$ cat src/rtl/pov_sched_pkg.sv
// POV update scheduler shared definitions.
// State codes, grant codes and skip counter width.
package pov_sched_pkg;

  typedef enum logic [1:0] {
    ST_IDLE = 2'd0,
    ST_ARM  = 2'd1,
    ST_LOAD = 2'd2,
    ST_SKIP = 2'd3
  } state_e;

  typedef enum logic [1:0] {
    GNT_NONE = 2'b00,
    GNT_SPI  = 2'b01,
    GNT_DEMO = 2'b10
  } grant_e;

  localparam int SKIP_W = 8;
  localparam logic [SKIP_W-1:0] SKIP_MAX = '1;

  // Saturating add of a small bump to the skip counter.
  function automatic logic [SKIP_W-1:0] sat_add(
    input logic [SKIP_W-1:0] cnt,
    input logic [1:0]        bump
  );
    logic [SKIP_W:0] sum;
    sum = {1'b0, cnt} + {{(SKIP_W-1){1'b0}}, bump};
    return sum[SKIP_W] ? SKIP_MAX : sum[SKIP_W-1:0];
  endfunction

endpackage

$ cat src/rtl/pov_sched_if.sv
// POV scheduler control bundle.
// Master drives frame/tracer/request inputs; slave is the scheduler.
interface pov_sched_if
  import pov_sched_pkg::*;
#(
  parameter int DIV_W = 4
) ();

  logic              i_frame_end;
  logic [DIV_W-1:0]  i_frame_div;
  logic              i_trace_busy;
  logic              i_spi_ready;
  logic              i_req_px;
  logic              i_req_py;
  logic              o_load_if_ready;
  logic              o_inc_px;
  logic              o_inc_py;
  logic [1:0]        o_grant;
  logic              o_busy;
  logic [SKIP_W-1:0] o_skip_count;

  modport master (
    output i_frame_end, i_frame_div, i_trace_busy,
    output i_spi_ready, i_req_px, i_req_py,
    input  o_load_if_ready, o_inc_px, o_inc_py,
    input  o_grant, o_busy, o_skip_count
  );

  modport slave (
    input  i_frame_end, i_frame_div, i_trace_busy,
    input  i_spi_ready, i_req_px, i_req_py,
    output o_load_if_ready, o_inc_px, o_inc_py,
    output o_grant, o_busy, o_skip_count
  );

endinterface

$ cat src/rtl/pov_sched_rr_arb2.sv
// Two-requester round-robin arbiter (SPI vs demo).
// Last winner only moves when a grant is actually taken.
module pov_sched_rr_arb2
  import pov_sched_pkg::*;
(
  input  logic   clk,
  input  logic   rst_n,
  input  logic   req_spi,
  input  logic   req_demo,
  input  logic   advance,
  output grant_e gnt
);

  logic last_demo_q, last_demo_d;

  // Pick winner; on conflict favour whoever did not win last.
  always_comb begin
    gnt = GNT_NONE;
    unique case ({req_spi, req_demo})
      2'b11:   gnt = last_demo_q ? GNT_SPI : GNT_DEMO;
      2'b10:   gnt = GNT_SPI;
      2'b01:   gnt = GNT_DEMO;
      default: gnt = GNT_NONE;
    endcase
  end

  // Remember the winner of the grant being taken.
  always_comb begin
    last_demo_d = last_demo_q;
    if (advance && gnt != GNT_NONE) last_demo_d = (gnt == GNT_DEMO);
  end

  // Reset to demo so the first conflict goes to SPI.
  always_ff @(posedge clk) begin
    if (!rst_n) last_demo_q <= 1'b1;
    else        last_demo_q <= last_demo_d;
  end

endmodule

$ cat src/rtl/pov_sched.sv
// POV update scheduler: frame divider, tracer-quiet wait,
// SPI/demo arbitration and skip accounting. Control only.
module pov_sched
  import pov_sched_pkg::*;
#(
  parameter int TIMEOUT = 1024,
  parameter int DIV_W   = 4
) (
  input logic        clk,
  input logic        reset_n,
  pov_sched_if.slave bus
);

  localparam logic [15:0] TMO_LAST = 16'(TIMEOUT - 1);

  state_e            state_q, state_d;
  logic [DIV_W-1:0]  fcnt_q, fcnt_d;
  logic              pend_q, pend_d;
  logic [15:0]       tmo_q, tmo_d;
  logic              load_q, load_d;
  logic              px_q, px_d;
  logic              py_q, py_d;
  logic              busy_q, busy_d;
  grant_e            grant_q, grant_d;
  logic [SKIP_W-1:0] skip_q, skip_d;
  logic [1:0]        bump;
  logic              match;
  logic              req_demo;
  logic              go_load;
  grant_e            arb_gnt;

  assign req_demo = bus.i_req_px | bus.i_req_py;

  pov_sched_rr_arb2 u_rr_arb2 (
    .clk      (clk),
    .rst_n    (reset_n),
    .req_spi  (bus.i_spi_ready),
    .req_demo (req_demo),
    .advance  (go_load),
    .gnt      (arb_gnt)
  );

  // Frame divider; a counter above a lowered divide wraps too.
  always_comb begin
    match  = bus.i_frame_end && (fcnt_q >= bus.i_frame_div);
    fcnt_d = fcnt_q;
    if (bus.i_frame_end) fcnt_d = match ? '0 : fcnt_q + 1'b1;
  end

  // Slot FSM next state and registered output values.
  always_comb begin
    state_d = state_q;
    pend_d  = pend_q | match;
    tmo_d   = tmo_q;
    grant_d = grant_q;
    load_d  = 1'b0;
    px_d    = 1'b0;
    py_d    = 1'b0;
    go_load = 1'b0;
    bump    = {1'b0, match && (state_q != ST_IDLE)};
    unique case (state_q)
      ST_IDLE: begin
        if (pend_q || match) begin
          state_d = ST_ARM;
          pend_d  = 1'b0;
          tmo_d   = '0;
        end
      end
      ST_ARM: begin
        if (!bus.i_trace_busy) begin
          if (bus.i_spi_ready || req_demo) begin
            state_d = ST_LOAD;
            go_load = 1'b1;
            load_d  = 1'b1;
            grant_d = arb_gnt;
            if (arb_gnt == GNT_DEMO) begin
              px_d = bus.i_req_px;
              py_d = bus.i_req_py;
            end
          end else begin
            state_d = ST_IDLE;
          end
        end else if (tmo_q == TMO_LAST) begin
          state_d = ST_SKIP;
        end else begin
          tmo_d = tmo_q + 16'd1;
        end
      end
      ST_LOAD: state_d = ST_IDLE;
      ST_SKIP: begin
        state_d = ST_IDLE;
        bump    = bump + 2'd1;
      end
    endcase
    skip_d = sat_add(skip_q, bump);
    busy_d = (state_d != ST_IDLE);
  end

  // State and output registers with synchronous reset.
  always_ff @(posedge clk) begin
    if (!reset_n) begin
      state_q <= ST_IDLE;
      fcnt_q  <= '0;
      pend_q  <= 1'b0;
      tmo_q   <= '0;
      load_q  <= 1'b0;
      px_q    <= 1'b0;
      py_q    <= 1'b0;
      busy_q  <= 1'b0;
      grant_q <= GNT_NONE;
      skip_q  <= '0;
    end else begin
      state_q <= state_d;
      fcnt_q  <= fcnt_d;
      pend_q  <= pend_d;
      tmo_q   <= tmo_d;
      load_q  <= load_d;
      px_q    <= px_d;
      py_q    <= py_d;
      busy_q  <= busy_d;
      grant_q <= grant_d;
      skip_q  <= skip_d;
    end
  end

  assign bus.o_load_if_ready = load_q;
  assign bus.o_inc_px        = px_q;
  assign bus.o_inc_py        = py_q;
  assign bus.o_grant         = grant_q;
  assign bus.o_busy          = busy_q;
  assign bus.o_skip_count    = skip_q;

endmodule

$ cat src/flat_wrapper.sv
// flat-port wrapper written by rule: the top's interface ports become plain ports
module pov_sched_flat import pov_sched_pkg::*;
#(
  parameter int TIMEOUT = 1024,
  parameter int DIV_W   = 4
)
  (clk, reset_n, bus_i_frame_end, bus_i_frame_div, bus_i_trace_busy, bus_i_spi_ready, bus_i_req_px, bus_i_req_py, bus_o_load_if_ready, bus_o_inc_px, bus_o_inc_py, bus_o_grant, bus_o_busy, bus_o_skip_count);
  pov_sched_if #(.DIV_W(DIV_W)) bus_i ();
  input logic clk;
  input logic reset_n;
  input wire logic [$bits(bus_i.i_frame_end)-1:0] bus_i_frame_end;
  input wire logic [$bits(bus_i.i_frame_div)-1:0] bus_i_frame_div;
  input wire logic [$bits(bus_i.i_trace_busy)-1:0] bus_i_trace_busy;
  input wire logic [$bits(bus_i.i_spi_ready)-1:0] bus_i_spi_ready;
  input wire logic [$bits(bus_i.i_req_px)-1:0] bus_i_req_px;
  input wire logic [$bits(bus_i.i_req_py)-1:0] bus_i_req_py;
  output wire logic [$bits(bus_i.o_load_if_ready)-1:0] bus_o_load_if_ready;
  output wire logic [$bits(bus_i.o_inc_px)-1:0] bus_o_inc_px;
  output wire logic [$bits(bus_i.o_inc_py)-1:0] bus_o_inc_py;
  output wire logic [$bits(bus_i.o_grant)-1:0] bus_o_grant;
  output wire logic [$bits(bus_i.o_busy)-1:0] bus_o_busy;
  output wire logic [$bits(bus_i.o_skip_count)-1:0] bus_o_skip_count;
  assign bus_i.i_frame_end = bus_i_frame_end;
  assign bus_i.i_frame_div = bus_i_frame_div;
  assign bus_i.i_trace_busy = bus_i_trace_busy;
  assign bus_i.i_spi_ready = bus_i_spi_ready;
  assign bus_i.i_req_px = bus_i_req_px;
  assign bus_i.i_req_py = bus_i_req_py;
  assign bus_o_load_if_ready = bus_i.o_load_if_ready;
  assign bus_o_inc_px = bus_i.o_inc_px;
  assign bus_o_inc_py = bus_i.o_inc_py;
  assign bus_o_grant = bus_i.o_grant;
  assign bus_o_busy = bus_i.o_busy;
  assign bus_o_skip_count = bus_i.o_skip_count;
  pov_sched #(.TIMEOUT(TIMEOUT), .DIV_W(DIV_W)) u_core (.clk(clk), .reset_n(reset_n), .bus(bus_i));
endmodule
$ cat config.mk
export PLATFORM = sky130hd
export DESIGN_NAME = pov_sched_flat
export DESIGN_NICKNAME = d
export VERILOG_FILES = /design/src/rtl/pov_sched_pkg.sv /design/src/rtl/pov_sched_if.sv /design/src/rtl/pov_sched_rr_arb2.sv /design/src/rtl/pov_sched.sv /design/src/flat_wrapper.sv
export SDC_FILE = /design/constraint.sdc
export NUM_CORES = 1
export LEC_CHECK = 0
export CORE_MARGIN = 5
export CORE_UTILIZATION = 40
export CTS_CLUSTER_DIAMETER = 120
export CTS_CLUSTER_SIZE = 16
export DETAILED_ROUTE_END_ITERATION = 10
export HOLD_SLACK_MARGIN = 0.03
export SLEW_MARGIN = 30
export SYNTH_ARGS = -nofsm -noshare
export SYNTH_HDL_FRONTEND = slang
export SYNTH_HIERARCHICAL = 1
export SYNTH_SLANG_ARGS = --single-unit
$ cat constraint.sdc
create_clock -name clk -period 4.22 [get_ports clk]
set_input_delay 1.055 -clock clk [delete_from_list [all_inputs] [get_ports clk]]
set_output_delay 1.055 -clock clk [all_outputs]
set_load 0.03 [all_outputs]
# After elaboration in Yosys (flattened, before gate mapping)
# Index checks and enable logic that the tools add are counted.
# Widths: inputs -> output; s select.
[totals] regBits=38 output_inout_bits=14 wordCells=67
[classes] add_sub_neg=4 order_cmp=1 eq_ne=11 muxes=19 bitwise=7 n_reduce_logical=14
[op_table] cell="$mux 16" n=3
[op_table] cell="$pmux 16 s2" n=1
[op_table] cell="$add 16x1->16 const B" n=1
[op_table] cell="$eq 16x10->1 const B" n=1
[op_table] cell="$mux 2" n=6
[op_table] cell="$pmux 2 s3" n=2
[op_table] cell="$eq 2x2->1 const B" n=5
[op_table] cell="$add 8x2->9" n=1
[op_table] cell="$mux 8" n=1
[op_table] cell="$reduce_bool 2->1" n=4
[op_table] cell="$mux 1" n=5
[op_table] cell="$not 1->1" n=5
[op_table] cell="$reduce_or 5->1" n=1
[op_table] cell="$add 4x1->4 const B" n=1
[op_table] cell="$eq 2x1->1 const B" n=2
[op_table] cell="$ge 4x4->1" n=1
[op_table] cell="$mux 4" n=1
[op_table] cell="$ne 2x2->1 const B" n=2
[op_table] cell="$reduce_and 4->1" n=1
[op_table] cell="$logic_and 1x1->1" n=3
[op_table] cell="$reduce_and 3->1" n=1
[op_table] cell="$add 1x1->2 const B" n=1
[op_table] cell="$logic_not 2->1" n=1
[op_table] cell="$logic_or 1x1->1" n=2
[op_table] cell="other kinds (3)" n=4

# Depth between registers and ports, before layout
[depth] depth_word=7 depth_mapped=14 mapped_depth_nobuf=14

# Modules after synthesis
# Netlist, hierarchy kept.
[modules_own_cells] module="pov_sched" n_inst=1 cells_per_inst=228 area_each_um2=1953.1
[modules_own_cells] module="pov_sched_rr_arb2" n_inst=1 cells_per_inst=7 area_each_um2=58.8

# Worst setup path after synthesis
# Ideal clock, no wire load.
[synth_path] path_kind="input -> register" start="in bus_i_frame_div[0]" end="reg u_core.skip_q[0] (netlist: u_core/bus.o_skip_count[0])" setup_ns=0.071 arrival_ns=3.180 required_ns=4.149 setup_slack_ns=0.969 path_stages=13 path_buffers=0 cell_sequence="ha_1 -> nor3b_1 -> o21ai_0 -> nand2_1 -> nor2_1 -> ha_1 -> ha_1 -> inv_1 -> fa_1 -> nand2b_1 -> nor2_1 -> nand2_1 -> a21oi_1"
[synth_via] elab_chain_cells=7
[synth_lines] item="from (decl)" line_no="flat_wrapper.sv:12" text="input wire logic [$bits(bus_i.i_frame_div)-1:0] bus_i_frame_div;"
[synth_lines] item="$ge 4x4->1 (*)" line_no="pov_sched.sv:45" text="match = bus.i_frame_end && (fcnt_q >= bus.i_frame_div);"
[synth_lines] item="$logic_and 1x1->1 (*)" line_no="pov_sched.sv:45"
[synth_lines] item="$logic_and 1x1->1 (*)" line_no="pov_sched.sv:60" text="bump = {1'b0, match && (state_q != ST_IDLE)};"
[synth_lines] item="$add 1x1->2" line_no="pov_sched.sv:92" text="bump = bump + 2'd1;"
[synth_lines] item="$mux 2 (*)" line_no="pov_sched.sv:61" text="unique case (state_q)"
[synth_lines] item="$add 8x2->9 (*)" line_no="pov_sched_pkg.sv:27" text="sum = {1'b0, cnt} + {{(SKIP_W-1){1'b0}}, bump};"
[synth_lines] item="$mux 8 (*)" line_no="pov_sched_pkg.sv:28" text="return sum[SKIP_W] ? SKIP_MAX : sum[SKIP_W-1:0];"
[synth_lines] item="to (signal assigned)" line_no="pov_sched.sv:122" text="skip_q <= skip_d;"
[synth_lines] item="to (decl)" line_no="pov_sched.sv:25" text="logic [SKIP_W-1:0] skip_q, skip_d;"
# Mark *: on every way between the ends. The rest lies on a longest branch, timed or not.
# A chain may end at the register's enable or synchronous reset.

# Worst setup path in the final report
[layout_path] start="in bus_i_frame_div[1]" end="reg u_core.skip_q[0] (netlist: u_core/bus.o_skip_count[0])"
# The elaborated chain is that of the path after synthesis.

==> run_summary.xml <==
<?xml version="1.0" encoding="UTF-8"?>
<metrics>
  <group name="drt">
    <metric name="drt-total-wl" unit="mm">4.23</metric>
    <metric name="avgRoutedWirePerCell" unit="um">12.9</metric>
    <metric name="drt-vias-per-instance" unit="">5.35</metric>
    <metric name="iter_0_drt_violations" unit="">84</metric>
    <metric name="drtAntennaViolNets" unit="">0</metric>
    <metric name="vias" unit="">1756</metric>
    <metric name="post-route-drc-count" unit="">0</metric>
    <metric name="drtPass1Iterations" unit="">4</metric>
  </group>
  <group name="critical_path">
    <metric name="worstSetupPathType" unit="">in -&gt; reg</metric>
    <metric name="worstReg2RegEnd" unit="">u_core/bus.o_skip_count[0]$_SDFF_PN0_</metric>
    <metric name="worstRegToRegCells" unit="">14</metric>
    <metric name="crit_path_max_incr_delay" unit="ns">0.46</metric>
    <metric name="worst-endpoint-arrival" unit="ns">3.79</metric>
    <metric name="r2r_start" unit="">u_core/fcnt_q[0]$_SDFFE_PN0P_</metric>
    <metric name="r2r_setup_slack" unit="ns">1.41</metric>
    <metric name="crit_required" unit="ns">4.44</metric>
    <metric name="critical_path.endpoint_type" unit="">flop</metric>
    <metric name="path_delay_family" unit="">adder cells</metric>
    <metric name="crit_path_max_fanout" unit="">6</metric>
    <metric name="crit_path_frequent_cell" unit="">ha_1</metric>
    <metric name="cp_cell_sequence" unit="">clkdlybuf4s50_1, inv_1, ha_1, o211ai_1, o21ai_0, nand2_1, nor2_1, ha_1, ha_1, inv_1, fa_1, nand2b_1, nor2_1, nand2_1, a21oi_1</metric>
    <metric name="critical_path.slowest_cell" unit="">clkdlybuf4s50_1</metric>
    <metric name="cp-start-kind" unit="">input pin</metric>
    <metric name="worst-path-buf-inv" unit="">3</metric>
  </group>
  <group name="synthesis">
    <metric name="synth_edf_count" unit="">0</metric>
    <metric name="synth.top_cell.area_share" unit="%">37.8</metric>
    <metric name="ys.flop_type" unit="">dfxtp_1</metric>
    <metric name="top_area_cells_in_the_synthesized_netlist" unit="">dfxtp_1, ha_1, nand2_1</metric>
    <metric name="synth.lib_cells_used.distinct" unit="">57</metric>
    <metric name="synth_most_common_cell" unit="">dfxtp_1</metric>
    <metric name="largest_area_contributor_in_the_netlist" unit="">dfxtp_1</metric>
    <metric name="post_synth_inst_count" unit="">235</metric>
    <metric name="synth.net_count" unit="">256</metric>
    <metric name="synthTopCellsByCount" unit="">dfxtp_1, nand2_1, nor2_1, a31oi_1, inv_1</metric>
    <metric name="syn-mean-instance-area" unit="um^2">8.56</metric>
    <metric name="synth_seq_area_share" unit="%">37.8</metric>
    <metric name="mappedNetlistArea" unit="um^2">2010</metric>
    <metric name="synth-warning-count" unit="">6</metric>
    <metric name="synthArstFlopShare" unit="%">0</metric>
    <metric name="yosys_register_bits" unit="">38</metric>
  </group>
  <group name="timing">
    <metric name="tns" unit="ns">0</metric>
    <metric name="min_period" unit="ns">3.57</metric>
    <metric name="setup_viol" unit="">0</metric>
    <metric name="maxSlewViolCount" unit="">0</metric>
    <metric name="timing.final.crit_share" unit="%">84.7</metric>
    <metric name="layout_setup_ws" unit="ns">0.645</metric>
    <metric name="max-slew-margin-rel" unit="%">56.5</metric>
    <metric name="whs" unit="ns">0.506</metric>
    <metric name="finalClockSkew" unit="ns">0.00288</metric>
    <metric name="fmaxAchievable" unit="MHz">280</metric>
    <metric name="worst-slew-pin-transition" unit="ns">0.649</metric>
    <metric name="rsz_0062_raised_after_global_routing" unit="">false</metric>
    <metric name="report.final.hold_viol_count" unit="">0</metric>
  </group>
  <group name="placement">
    <metric name="detailedPlacementHpwl" unit="mm">3.09</metric>
    <metric name="placed_area" unit="um^2">2300</metric>
    <metric name="place_worst_setup_slack" unit="ns">0.357</metric>
    <metric name="gpl.final_weighted_congestion" unit="">0.776</metric>
    <metric name="dp_cells" unit="">320</metric>
    <metric name="port_buffers" unit="">24</metric>
  </group>
  <group name="pwr">
    <metric name="p_leak" unit="nW">0.850</metric>
    <metric name="post-layout-total-power" unit="mW">0.678</metric>
    <metric name="vdd_drop_max" unit="uV">194</metric>
    <metric name="p_per_area" unit="nW/um^2">284</metric>
  </group>
  <group name="clocking">
    <metric name="cts_made_buffers" unit="">5</metric>
    <metric name="postCtsSetupBuffers" unit="">0</metric>
    <metric name="tritoncts_num_sinks" unit="">38</metric>
    <metric name="cts_tree" unit="">done</metric>
    <metric name="cts_root_buf" unit="">clkbuf_8</metric>
    <metric name="clk-insertion-delay-late" unit="ns">0.28</metric>
    <metric name="cts_hold_repair.buffers" unit="">0</metric>
    <metric name="clock_slew_at_the_register_clock_pins_of_the_worst_setup_and_hold_paths" unit="ns">0.08</metric>
    <metric name="cts_max_level" unit="">2</metric>
    <metric name="cts.repair.resized" unit="">0</metric>
    <metric name="max-clock-path-buffers" unit="">2</metric>
  </group>
  <group name="final_layout">
    <metric name="area_growth_syn_to_layout" unit="%">18.8</metric>
    <metric name="layout-drive-gt1-share" unit="%">9.20</metric>
    <metric name="instances_no_fill" unit="">328</metric>
    <metric name="nets" unit="">281</metric>
    <metric name="post-route-cell-area" unit="um^2">2390</metric>
    <metric name="antenna_cells" unit="">0</metric>
    <metric name="filler_cell_count" unit="">486</metric>
    <metric name="postLayoutCoreUtil" unit="%">49.6</metric>
  </group>
  <group name="hold_path">
    <metric name="min_from" unit="">u_core/tmo_q[1]$_SDFFE_PN0P_</metric>
    <metric name="holdPathStages" unit="">2</metric>
    <metric name="hold-path-endpoint" unit="">u_core/tmo_q[1]$_SDFFE_PN0P_</metric>
    <metric name="worst_hold_path_type" unit="">reg -&gt; reg</metric>
  </group>
  <group name="die">
    <metric name="core-area" unit="um^2">4820</metric>
    <metric name="die_x" unit="um">80.9</metric>
    <metric name="rows" unit="">25</metric>
    <metric name="ioPinCount" unit="">25</metric>
    <metric name="start_util" unit="%">41.8</metric>
    <metric name="die_height" unit="um">80.9</metric>
    <metric name="dieArea" unit="um^2">6550</metric>
  </group>
  <group name="status">
    <metric name="status" unit="">finished clean</metric>
  </group>
  <group name="global_routing">
    <metric name="grt_pass1_wl" unit="mm">7.47</metric>
    <metric name="grt_antenna_before_repair" unit="">0</metric>
    <metric name="gr-usage-all-layers" unit="%">14.4</metric>
    <metric name="via_count_of_the_first_global_routing_pass" unit="">1680</metric>
    <metric name="grt_max_degree" unit="">17</metric>
    <metric name="global_route.overflow_total" unit="">0</metric>
  </group>
  <group name="flow_run">
    <metric name="timing.max_cap.violations" unit="">0</metric>
  </group>
</metrics>
==> tightest hold or removal path: cells and delay by family, from the launching register on <==
kind / cells / cell delay, ns
simple gates: 1 / 0.07
compound gates: 1 / 0.05
flops: 1 / 0.34
==> layout make-up <==
type / count / area, um^2 / share of cell area [%]
Tap cell: 67 / 83.8 / 3.51
Inverter: 14 / 52.6 / 2.20
Sequential cell: 38 / 761 / 31.8
Clock buffer: 6 / 82.6 / 3.45
Clock inverter: 2 / 12.5 / 0.523
Timing Repair Buffer: 25 / 248 / 10.4
Multi-Input combinational cell: 176 / 1150 / 48.1
==> sequential cells by signal, summed over array words and instances, names as in the netlist, 2 cells and up <==
name,cells
u_core/tmo_q,16
u_core/bus.o_skip_count,8
u_core/fcnt_q,4
u_core/bus.o_grant,2
u_core/state_q,2
==> logic make-up (layout without fill, tap and decap cells) <==
logic type / after synthesis / in the layout / share of synthesized area (%)
AOI/OAI and AO/OA: 55 / 55 / 17.8
xor gates and xnor gates: 8 / 8 / 3.48
adders and majority gates: 10 / 10 / 6.59
buffers and inverters: 21 / 47 / 4.97
DFF: 38 / 38 / 37.8
muxes: 3 / 3 / 1.49
and+or+nand+nor: 100 / 100 / 27.9
==> worst max path at each step <==
stage	startpoint	cells past startpoint	slack, ns	end
after floorplan	bus_i_frame_div[0]	13	0.97	u_core/bus.o_skip_count[0]$_SDFF_PN0_
after global placement	bus_i_frame_div[0]	14	0.38	u_core/bus.o_skip_count[1]$_SDFF_PN0_
after detailed placement	bus_i_frame_div[1]	15	0.36	u_core/bus.o_skip_count[1]$_SDFF_PN0_
after CTS	bus_i_frame_div[1]	15	0.63	u_core/bus.o_skip_count[0]$_SDFF_PN0_
after global routing	bus_i_frame_div[1]	15	0.33	u_core/bus.o_skip_count[0]$_SDFF_PN0_
final	bus_i_frame_div[1]	15	0.65	u_core/bus.o_skip_count[0]$_SDFF_PN0_
==> cells in the final DEF (no fill, tap or decap), types with 2 or more instances in the layout <==
| cell | netlist | routed |
|---|---|---|
| nand4_2 | 2 | 2 |
| dfxtp_1 | 38 | 38 |
| nand4_1 | 7 | 7 |
| xnor2_1 | 3 | 3 |
| nor2_1 | 19 | 19 |
| clkbuf_8 | 0 | 6 |
| nand2_1 | 29 | 29 |
| and3_1 | 2 | 2 |
| nor3_1 | 6 | 6 |
| a31oi_1 | 13 | 13 |
| inv_1 | 13 | 13 |
| nor3_2 | 2 | 2 |
| o211ai_1 | 5 | 5 |
| ha_1 | 9 | 9 |
| and3_2 | 2 | 2 |
| nor2b_1 | 2 | 2 |
| a21oi_1 | 12 | 12 |
| and2_1 | 6 | 6 |
| clkdlybuf4s50_1 | 0 | 24 |
| o21ai_0 | 6 | 6 |
| a41oi_1 | 5 | 5 |
| nand3_1 | 6 | 6 |
| mux2i_1 | 3 | 3 |
| xor2_1 | 5 | 5 |
| a21boi_0 | 2 | 2 |
| o21ai_1 | 3 | 3 |
==> where the power goes <==
part	leakage, nW	internal (mW)	total (mW)	switching [mW]
Clock	0.0472	0.131	0.261	0.130
Sequential	0.307	0.362	0.366	0.00400
Combinational	0.496	0.0228	0.0508	0.0279
==> per-layer routing <==
metal	GRT usage (%)	vias to the layer above	routed length, um
met1	19.2	809	2090
met4	4.05	0	15
met3	3.33	2	194
met2	23.2	37	1940
met5	0	-	0
li1	-	908	-
Note: power is estimated with default switching activity, not from simulation.
